--- config.mk ---
export PLATFORM = sky130hd
export DESIGN_NAME = btn_debounce_pulse_flat
export DESIGN_NICKNAME = d
export VERILOG_FILES = /design/src/rtl/btn_debounce_pulse_pkg.sv /design/src/rtl/btn_debounce_pulse_if.sv /design/src/rtl/btn_debounce_pulse_debounce_chan.sv /design/src/rtl/btn_debounce_pulse.sv /design/src/flat_wrapper.sv
export SDC_FILE = /design/constraint.sdc
export NUM_CORES = 1
export LEC_CHECK = 0
export ABC_CLOCK_PERIOD_IN_PS = 2600
export CORE_MARGIN = 8
export CORE_UTILIZATION = 47
export CTS_CLUSTER_DIAMETER = 60
export DETAILED_ROUTE_END_ITERATION = 12
export GPL_TIMING_DRIVEN = 0
export PLACE_DENSITY = 0.65
export SLEW_MARGIN = 40
export SYNTH_ARGS = -nofsm -noshare
export SYNTH_HDL_FRONTEND = slang
export SYNTH_HIERARCHICAL = 1
export SYNTH_SLANG_ARGS = --single-unit
--- constraint.sdc ---
create_clock -name vgaclk -period 2.6 [get_ports vgaclk]
set_input_delay 0.26 -clock vgaclk [delete_from_list [all_inputs] [get_ports vgaclk]]
set_output_delay 0.26 -clock vgaclk [all_outputs]
set_load 0.03 [all_outputs]
--- src/rtl/btn_debounce_pulse_pkg.sv ---
// ----------------------------------------------------------------------------
// btn_debounce_pulse_pkg
//   Shared definitions for the push-button conditioner:
//   - state_t : per-channel FSM encoding (3 bits)
//   - DEF_*   : default channel count, counter width and timing constants
//               (timing values assume a 25 MHz vgaclk)
//   - state_is_pressed : which states report a debounced "pressed" level
// ----------------------------------------------------------------------------
package btn_debounce_pulse_pkg;

    typedef enum logic [2:0] {
        ST_IDLE = 3'd0,   // released and stable
        ST_ARM  = 3'd1,   // press seen, waiting for it to stay stable
        ST_HELD = 3'd2,   // press accepted, waiting for first repeat
        ST_RPT  = 3'd3,   // auto-repeating while held
        ST_REL  = 3'd4    // release seen, waiting for it to stay stable
    } state_t;

    localparam int          DEF_NBTN          = 2;
    localparam int          DEF_CW            = 24;
    localparam int unsigned DEF_DEBOUNCE_CYC  = 500000;     // 20 ms
    localparam bit          DEF_REPEAT_EN     = 1'b1;
    localparam int unsigned DEF_REPEAT_DELAY  = 12500000;   // 0.5 s
    localparam int unsigned DEF_REPEAT_PERIOD = 5000000;    // 0.2 s

    // REL still reports pressed: the level only drops once the release
    // itself has been debounced.
    function automatic logic state_is_pressed(input state_t st);
        return (st == ST_HELD) || (st == ST_RPT) || (st == ST_REL);
    endfunction

endpackage

--- src/rtl/btn_debounce_pulse_if.sv ---
// ----------------------------------------------------------------------------
// btn_debounce_pulse_if
//   Groups the button-side signals of btn_debounce_pulse.
//   btn_raw   : raw asynchronous button levels, 1 = pressed
//   btn_level : debounced level per channel, 1 = pressed
//   btn_pulse : one-cycle strobe per accepted press or auto-repeat
//   dbg_state : current FSM state of every channel (state_t encoding)
//   modport master : the side that owns the pins and consumes the strobes
//   modport slave  : the conditioner itself
//   There is no backpressure: btn_pulse is a fire-and-forget strobe, valid
//   for exactly one cycle, and the consumer must sample it on that cycle.
// ----------------------------------------------------------------------------
interface btn_debounce_pulse_if #(
    parameter int NBTN = 2
);
    logic [NBTN-1:0]       btn_raw;
    logic [NBTN-1:0]       btn_level;
    logic [NBTN-1:0]       btn_pulse;
    logic [NBTN-1:0][2:0]  dbg_state;

    modport master (
        output btn_raw,
        input  btn_level,
        input  btn_pulse,
        input  dbg_state
    );

    modport slave (
        input  btn_raw,
        output btn_level,
        output btn_pulse,
        output dbg_state
    );
endinterface

--- src/rtl/btn_debounce_pulse_debounce_chan.sv ---
// ----------------------------------------------------------------------------
// btn_debounce_pulse_debounce_chan
//   One button channel: 2-FF synchronizer, debounce/auto-repeat FSM and a
//   saturating timing counter.
//   clk       : sole clock
//   rst_n     : asynchronous active-low reset
//   raw       : asynchronous raw button level, 1 = pressed
//   level     : registered debounced level
//   pulse     : registered one-cycle strobe per accepted press / repeat
//   state_dbg : current FSM state
// ----------------------------------------------------------------------------
module btn_debounce_pulse_debounce_chan
    import btn_debounce_pulse_pkg::*;
#(
    parameter int            CW            = DEF_CW,
    parameter logic [CW-1:0] DEBOUNCE_CYC  = CW'(DEF_DEBOUNCE_CYC),
    parameter bit            REPEAT_EN     = DEF_REPEAT_EN,
    parameter logic [CW-1:0] REPEAT_DELAY  = CW'(DEF_REPEAT_DELAY),
    parameter logic [CW-1:0] REPEAT_PERIOD = CW'(DEF_REPEAT_PERIOD)
) (
    input  logic       clk,
    input  logic       rst_n,
    input  logic       raw,
    output logic       level,
    output logic       pulse,
    output logic [2:0] state_dbg
);

    // The counter starts at 0 on the cycle a state is entered, so the
    // decision is taken when it reaches the limit minus one.
    localparam logic [CW-1:0] DEB_LAST = DEBOUNCE_CYC  - CW'(1);
    localparam logic [CW-1:0] DLY_LAST = REPEAT_DELAY  - CW'(1);
    localparam logic [CW-1:0] PER_LAST = REPEAT_PERIOD - CW'(1);

    logic          sync1;
    logic          s;
    state_t        state;
    state_t        state_nxt;
    logic [CW-1:0] cnt;
    logic [CW-1:0] cnt_nxt;
    logic          cnt_clr;
    logic          pulse_nxt;
    logic          level_nxt;

    always_ff @(posedge clk or negedge rst_n) begin
        if (!rst_n) begin
            sync1 <= 1'b0;
            s     <= 1'b0;
        end else begin
            sync1 <= raw;
            s     <= sync1;
        end
    end

    always_ff @(posedge clk or negedge rst_n) begin
        if (!rst_n) begin
            state <= ST_IDLE;
            cnt   <= '0;
            pulse <= 1'b0;
            level <= 1'b0;
        end else begin
            state <= state_nxt;
            cnt   <= cnt_nxt;
            pulse <= pulse_nxt;
            level <= level_nxt;
        end
    end

    always_comb begin
        state_nxt = state;
        pulse_nxt = 1'b0;
        cnt_clr   = 1'b0;
        cnt_nxt   = cnt;

        case (state)
            ST_IDLE: begin
                if (s) state_nxt = ST_ARM;
            end
            ST_ARM: begin
                if (!s) begin
                    state_nxt = ST_IDLE;          // glitch, silently dropped
                end else if (cnt == DEB_LAST) begin
                    state_nxt = ST_HELD;
                    pulse_nxt = 1'b1;
                end
            end
            ST_HELD: begin
                if (!s) begin
                    state_nxt = ST_REL;
                end else if (REPEAT_EN && (cnt == DLY_LAST)) begin
                    state_nxt = ST_RPT;
                    pulse_nxt = 1'b1;
                end
            end
            ST_RPT: begin
                if (!s) begin
                    state_nxt = ST_REL;
                end else if (cnt == PER_LAST) begin
                    pulse_nxt = 1'b1;
                    cnt_clr   = 1'b1;             // restart the period in place
                end
            end
            ST_REL: begin
                if (s) begin
                    state_nxt = ST_HELD;          // release bounce: back to held, no pulse
                end else if (cnt == DEB_LAST) begin
                    state_nxt = ST_IDLE;
                end
            end
            default: begin
                state_nxt = ST_IDLE;
            end
        endcase

        // Saturate rather than wrap so a long hold with repeat disabled can
        // never alias back onto a decision value.
        if ((state_nxt != state) || cnt_clr || (state == ST_IDLE)) begin
            cnt_nxt = '0;
        end else if (cnt != '1) begin
            cnt_nxt = cnt + CW'(1);
        end

        level_nxt = state_is_pressed(state_nxt);
    end

    assign state_dbg = state;

endmodule

--- src/rtl/btn_debounce_pulse.sv ---
// ----------------------------------------------------------------------------
// btn_debounce_pulse
//   Turns NBTN raw push-buttons into clean synchronous press strobes with
//   optional auto-repeat while held. Each channel is independent; presses
//   on several buttons in the same cycle give strobes in the same cycle.
//   vgaclk : sole clock (25 MHz pixel clock)
//   rst_n  : asynchronous active-low reset
//   bus    : slave side of btn_debounce_pulse_if
//            (btn_raw in, btn_level / btn_pulse / dbg_state out)
// ----------------------------------------------------------------------------
module btn_debounce_pulse
    import btn_debounce_pulse_pkg::*;
#(
    parameter int            NBTN          = DEF_NBTN,
    parameter int            CW            = DEF_CW,
    parameter logic [CW-1:0] DEBOUNCE_CYC  = CW'(DEF_DEBOUNCE_CYC),
    parameter bit            REPEAT_EN     = DEF_REPEAT_EN,
    parameter logic [CW-1:0] REPEAT_DELAY  = CW'(DEF_REPEAT_DELAY),
    parameter logic [CW-1:0] REPEAT_PERIOD = CW'(DEF_REPEAT_PERIOD)
) (
    input  logic                vgaclk,
    input  logic                rst_n,
    btn_debounce_pulse_if.slave bus
);

    logic [NBTN-1:0]      level_v;
    logic [NBTN-1:0]      pulse_v;
    logic [NBTN-1:0][2:0] state_v;

    for (genvar i = 0; i < NBTN; i++) begin : g_chan
        btn_debounce_pulse_debounce_chan #(
            .CW            (CW),
            .DEBOUNCE_CYC  (DEBOUNCE_CYC),
            .REPEAT_EN     (REPEAT_EN),
            .REPEAT_DELAY  (REPEAT_DELAY),
            .REPEAT_PERIOD (REPEAT_PERIOD)
        ) u_chan (
            .clk       (vgaclk),
            .rst_n     (rst_n),
            .raw       (bus.btn_raw[i]),
            .level     (level_v[i]),
            .pulse     (pulse_v[i]),
            .state_dbg (state_v[i])
        );
    end

    assign bus.btn_level = level_v;
    assign bus.btn_pulse = pulse_v;
    assign bus.dbg_state = state_v;

endmodule

--- src/flat_wrapper.sv ---
// flat-port wrapper written by rule: the top's interface ports become plain ports
module btn_debounce_pulse_flat import btn_debounce_pulse_pkg::*;
#(
    parameter int            NBTN          = DEF_NBTN,
    parameter int            CW            = DEF_CW,
    parameter logic [CW-1:0] DEBOUNCE_CYC  = CW'(DEF_DEBOUNCE_CYC),
    parameter bit            REPEAT_EN     = DEF_REPEAT_EN,
    parameter logic [CW-1:0] REPEAT_DELAY  = CW'(DEF_REPEAT_DELAY),
    parameter logic [CW-1:0] REPEAT_PERIOD = CW'(DEF_REPEAT_PERIOD)
)
  (vgaclk, rst_n, bus_btn_raw, bus_btn_level, bus_btn_pulse, bus_dbg_state);
  btn_debounce_pulse_if #(.NBTN(NBTN)) bus_i ();
  input  logic vgaclk;
  input  logic rst_n;
  input wire logic [$bits(bus_i.btn_raw)-1:0] bus_btn_raw;
  output wire logic [$bits(bus_i.btn_level)-1:0] bus_btn_level;
  output wire logic [$bits(bus_i.btn_pulse)-1:0] bus_btn_pulse;
  output wire logic [$bits(bus_i.dbg_state)-1:0] bus_dbg_state;
  assign bus_i.btn_raw = bus_btn_raw;
  assign bus_btn_level = bus_i.btn_level;
  assign bus_btn_pulse = bus_i.btn_pulse;
  assign bus_dbg_state = bus_i.dbg_state;
  btn_debounce_pulse #(.NBTN(NBTN), .CW(CW), .DEBOUNCE_CYC(DEBOUNCE_CYC), .REPEAT_EN(REPEAT_EN), .REPEAT_DELAY(REPEAT_DELAY), .REPEAT_PERIOD(REPEAT_PERIOD)) u_core (.vgaclk(vgaclk), .rst_n(rst_n), .bus(bus_i));
endmodule
# --- Yosys cells after proc, flatten, opt, wreduce, memory -nomap -nowiden ---
# Cells that the tools add are included.
classes:
  reduce_logical: 12
  n_mux: 38
  addsub: 2
  n_eq_ne: 24
op_table:
  columns: ["cell", "count"]
  rows:
  - ["24-bit 2-to-1 mux", 4]
  - ["24-bit by 1-bit adder with 24-bit output, second input constant", 2]
  - ["24-bit by 19-bit equality test with 1-bit output, second input constant", 2]
  - ["24-bit by 23-bit equality test with 1-bit output, second input constant", 2]
  - ["24-bit equality test, second input constant", 2]
  - ["3-bit 2-to-1 mux", 16]
  - ["24-bit inequality test, second input constant", 2]
  - ["3-bit case mux with 5 select lines", 2]
  - ["3-bit by 2-bit equality test with 1-bit output, second input constant", 8]
  - ["1-bit 2-to-1 mux", 14]
  - ["3-bit equality test, second input constant", 4]
  - ["1-bit logical OR", 8]
  - ["3-bit by 1-bit equality test with 1-bit output, second input constant", 2]
  - ["3-bit zero test", 2]
  - ["3-bit inequality test", 2]
  - ["1-bit case mux with 3 select lines", 2]
  - ["2-bit nonzero test", 2]
totals:
  ff_bits: 62
  wordCells: 88
  output_inout_bits: 10

# --- Logic depth before layout (Yosys ltp) ---
logic_depth:
  word_depth: 8
  ltp_mapped: 8
  depth_no_buf: 6

# --- Hierarchy ---
# The synthesis kept the hierarchy.
by_module_without_submodules:
  columns: ["module", "cells_each", "seq_area_each_um2", "area_per_inst_um2", "n_inst"]
  rows:
  - ["btn_debounce_pulse_debounce_chan", 202, 775.7, 1908.1, 2]

# --- Worst setup path before layout ---
# No wires, ideal clock.
synth_timing:
  path_kind: "register to register"
  startpoint: "register u_core.g_chan[0].u_chan.cnt[14]"
  endpoint: "register u_core.g_chan[0].u_chan.cnt[8]"
  path_slack_ps: 712
  path_stages_with_launch: 8
  n_path_buf: 2
  required_ps: 2466
  setup_ps: 134
  arrival_time_ps: 1754
  path_cell_list: "dfrtp_1 > buf_6 > or3b_4 > nor4_2 > a21o_1 > o211a_4 > buf_8 > a211oi_1"
synth_via:
  elab_chain_cells: 8
  word_cells_on_any_way: 19
synth_lines:
  columns: ["item", "line", "source"]
  rows:
  - ["from (decl)", "btn_debounce_pulse_debounce_chan.sv:39", "logic [CW-1:0] cnt;"]
  - ["from (signal assigned)", "btn_debounce_pulse_debounce_chan.sv:63", "cnt <= cnt_nxt;"]
  - ["24-bit by 19-bit equality test with 1-bit output or 24-bit equality test (tied branches)", "btn_debounce_pulse_debounce_chan.sv:82, btn_debounce_pulse_debounce_chan.sv:106, btn_debounce_pulse_debounce_chan.sv:90", null]
  - ["3-bit 2-to-1 mux (on tied branches)", "btn_debounce_pulse_debounce_chan.sv:106, btn_debounce_pulse_debounce_chan.sv:82, btn_debounce_pulse_debounce_chan.sv:90", null]
  - ["3-bit 2-to-1 mux (on tied branches)", "btn_debounce_pulse_debounce_chan.sv:104, btn_debounce_pulse_debounce_chan.sv:80, btn_debounce_pulse_debounce_chan.sv:88", null]
  - ["3-bit case mux with 5 select lines", "btn_debounce_pulse_debounce_chan.sv:75", "case (state)"]
  - ["3-bit inequality test", "btn_debounce_pulse_debounce_chan.sv:117", "if ((state_nxt != state) || cnt_clr || (state == ST_IDLE)) begin"]
  - ["1-bit logical OR (2 in series)", "btn_debounce_pulse_debounce_chan.sv:117", null]
  - ["24-bit 2-to-1 mux or 2-bit nonzero test (tied branches)", null, null]
# Parallel ways exist; a longest one is shown, timed or not.
# A chain may end at the register's enable or synchronous reset.

# --- Final worst setup path ---
layout_timing:
  startpoint: "register u_core.g_chan[0].u_chan.cnt[0]"
  endpoint: "register u_core.g_chan[0].u_chan.cnt[22]"
# The elaborated chain is that of the path after synthesis.

==> metrics.md <==
| Metric | Value |
|---|---|
| Minimum clock period after layout | `2.26 ns` |
| Post-synthesis sequential area ratio | `40.7%` |
| Post-CTS Setup Inserts | `0` |
| Post-Layout Cell Count | `540` |
| Die X | `106 um` |
| Cell area after synthesis | `0.00382 sq mm` |
| Initial antenna violation count | `0` |
| CTS clock-pin slew for the worst setup and hold paths | `0.07 ns` |
| Antenna cells | `0` |
| DIE HEIGHT | `106 um` |
| Final total negative setup slack | `0 ns` |
| Synth Flop Type | `dfrtp_1` |
| CP Launch Type | `register` |
| Gr usage total | `17.0%` |
| PortBufs | `13` |
| Slew headroom | `54.7%` |
| Max-slew violations | `0` |
| Maximum vdd ir drop | `0.309 mV` |
| Slew @ Worst Pin | `0.674 ns` |
| Drt pass-1 iters | `5` |
| Yosys top cell area share | `40.7%` |
| DP HPWL | `6510 um` |
| Wire per inst | `17.1 um` |
| Mapped Avg Cell Area | `9.45 sq um` |
| Ys async rst share | `100%` |
| Area grow syn2layout | `13.2%` |
| Sw frac | `22.1%` |
| Pwr dens | `465 mW/mm^2` |
| Crit path max-delay cell type | `nor4_2` |
| Fillers | `733` |
| Vias in the first global route | `3137` |
| Crit path buf inv count | `0` |
| Commonest cells in the netlist | `62 x dfrtp_1, 38 x nor2_1, 32 x nand2_1` |
| Clock buffer count from CTS | `9` |
| Clock Path Buffers | `2` |
| DRC | `0` |
| F_max | `443 MHz` |
| Yosys reg bits | `62` |
| Internal Power | `1.56 mW` |
| I/O Pins | `14` |
| Unique masters post-synth | `52` |
| Gate power share | `4.0%` |
| CP max stage delay | `0.55 ns` |
| Syn Inst Count | `404` |
| Crit. End Element | `register` |
| Unrepaired setup endpoints after global routing | `false` |
| Flop pwr share | `48.7%` |
| WS Path Type | `register to register` |
| Clk pwr share | `47.3%` |
| Status | `finished clean` |
| Placer Congestion | `0.929` |
| Max Cap Viol | `0` |
| R2R depth | `5` |
| Vias per cell | `6.11` |
| Full die area | `0.0113 sq mm` |
| Synth warn | `6` |
| Max FO, Critical Path | `7` |
| Final hold vios | `0` |
| Site Rows | `33` |
| Initial core utilization | `47.4%` |
| Root Driver | `clkbuf_8` |
| P_leak | `1.62 nW` |
| CTS tree | `built` |
| Area of the core | `0.00805 sq mm` |
| Worst Hold Class | `input port to asynchronous set/reset pin` |
| Clk_skew | `0.00672 ns` |
| CP Cell Sequence | `ha_1 > nand4_1 > nor4_2 > nand4_1 > a2111oi_1` |
| Final WL | `9210 um` |
| Power Total | `2.01 mW` |
| Count leader, synth | `dfrtp_1` |
| Stages on worst setup path | `5` |
| Cell mode on critical path | `nand4_1` |
| Yosys top cell by area | `dfrtp_1` |
| Layout cells sized above 1 | `13.3%` |
| Routed vias | `3300` |
| Synth area leaders | `dfrtp_1 41%, xor2_1 4.1%, nand4_1 3.9%` |
| Clock sink count | `62` |
| First-pass GRT wire length | `15600 um` |
| Post-route ant nets | `0` |
| Largest net degree at the start of global routing | `44` |
| Required @ worst endpoint | `2.81 ns` |
| Crit path arrival time | `2.47 ns` |
| 1st-iter DRT viols | `205` |
| Seq. cell area | `0.00155 sq mm` |
| # placed instances | `523` |
| Tcrit/Tclk final | `86.9%` |
| Post-synth EDFFs | `0` |
| Grt total ovfl | `0` |
| Area occupied by multi-input gates | `0.00205 sq mm` |
| Setup-failing EPs final | `0` |
| Net switching power | `0.445 mW` |
| Worst skew pair latency | `0.33 ns` |
| Fin nets | `436` |
| Delay-heaviest family, CP | `simple AND/OR/NAND/NOR gates` |
| Htree depth | `3` |
| Syn Nets | `410` |
[metrics by stage]
stage          instance area [sq um]  hold slack [ns]  utilization, %  setup slack (ns)
2_1_floorplan                   3820          -0.0356               -             0.712
3_3_place_gp                    4080            0.333            50.6            -0.750
3_5_place_dp                    4100            0.164            50.9             0.381
4_1_cts                         4320            0.341            53.7             0.371
5_1_grt                         4320            0.343            53.7             0.127
6_report                        4320            0.348            53.7             0.341
[layout make-up]
class                      count  area share, %
clock buffer                  12           3.36
timing repair buffer          15           3.65
sequential                    62           35.9
tap                          105           3.04
clock inverter                 4           1.62
buffer                        20           4.11
multi-input combinational    312           47.4
inverter                      10          0.869
[path summary, 6_finish.rpt]
path | endpoint | from | slack (ns)
max | u_core/g_chan[0].u_chan/cnt[22] | u_core/g_chan[0].u_chan/cnt[0] | 0.34
min in group vgaclk | u_core/g_chan[0].u_chan/s | u_core/g_chan[0].u_chan/sync1 | 0.35
min | u_core/g_chan[0].u_chan/state_dbg[1] | rst_n | 0.35
max in group asynchronous | u_core/g_chan[1].u_chan/cnt[1] | rst_n | 1.74
max reg2reg | u_core/g_chan[0].u_chan/cnt[22] | u_core/g_chan[0].u_chan/cnt[0] | 0.34
min reg2reg | u_core/g_chan[0].u_chan/s | u_core/g_chan[0].u_chan/sync1 | 0.35
[metal layers]
layer / global-route usage (%) / vias up / share of wire (%)
met4: 6.43 / 0 / 1.7
met2: 27.2 / 118 / 47
li1: - / 1585 / -
met1: 22.5 / 1574 / 46
met5: 0 / - / 0
met3: 3.09 / 23 / 5.4
[sequential cells by signal (all words and copies together) (netlist names)]
register	count
u_core/g_chan.u_chan/level	2
u_core/g_chan.u_chan/s	2
u_core/g_chan.u_chan/sync1	2
u_core/g_chan.u_chan/cnt	48
u_core/g_chan.u_chan/pulse	2
u_core/g_chan.u_chan/state_dbg	6
[power groups by stage]
stage | logic [mW] | registers [mW] | clock network, mW
finish | 0.0798 | 0.979 | 0.950
global route | 0.0895 | 0.980 | 1.01
CTS | 0.0818 | 0.979 | 0.967
detailed placement | 0.0804 | 0.997 | 0
global placement | 0.0752 | 0.997 | 0
floorplan | 0.0352 | 0.999 | 0
[placed cells by master, fill, tap and decap left out, types with 8 or more instances in the layout]
cell type / n
dfrtp_1: 62
nor2_1: 38
nand2_1: 32
nor3_1: 30
nand4_1: 24
xor2_1: 18
nand3_1: 16
a21oi_1: 14
clkdlybuf4s50_1: 12
or4_1: 12
o31ai_1: 12
clkbuf_8: 10
inv_1: 10
and3_1: 10
buf_6: 8
nor4_1: 8
a211oi_1: 8
[repair_timing]
item | CTS | global route
endpoints found under the hold margin | 19 | 0
resized for setup | 0 | 0
hold buffers | 1 | 0
[cell families (layout without fill, tap and decap cells)]
kind of cell	Yosys count	in the layout	synth area share (%)
simple gates	214	214	33.6
xor+xnor	24	24	5.51
mux	2	2	0.525
buf+inv	30	61	5.64
flops	62	62	40.7
fa+ha+maj	2	2	0.656
compound gates	70	70	13.4
Note: power is estimated with default switching activity, not from simulation.
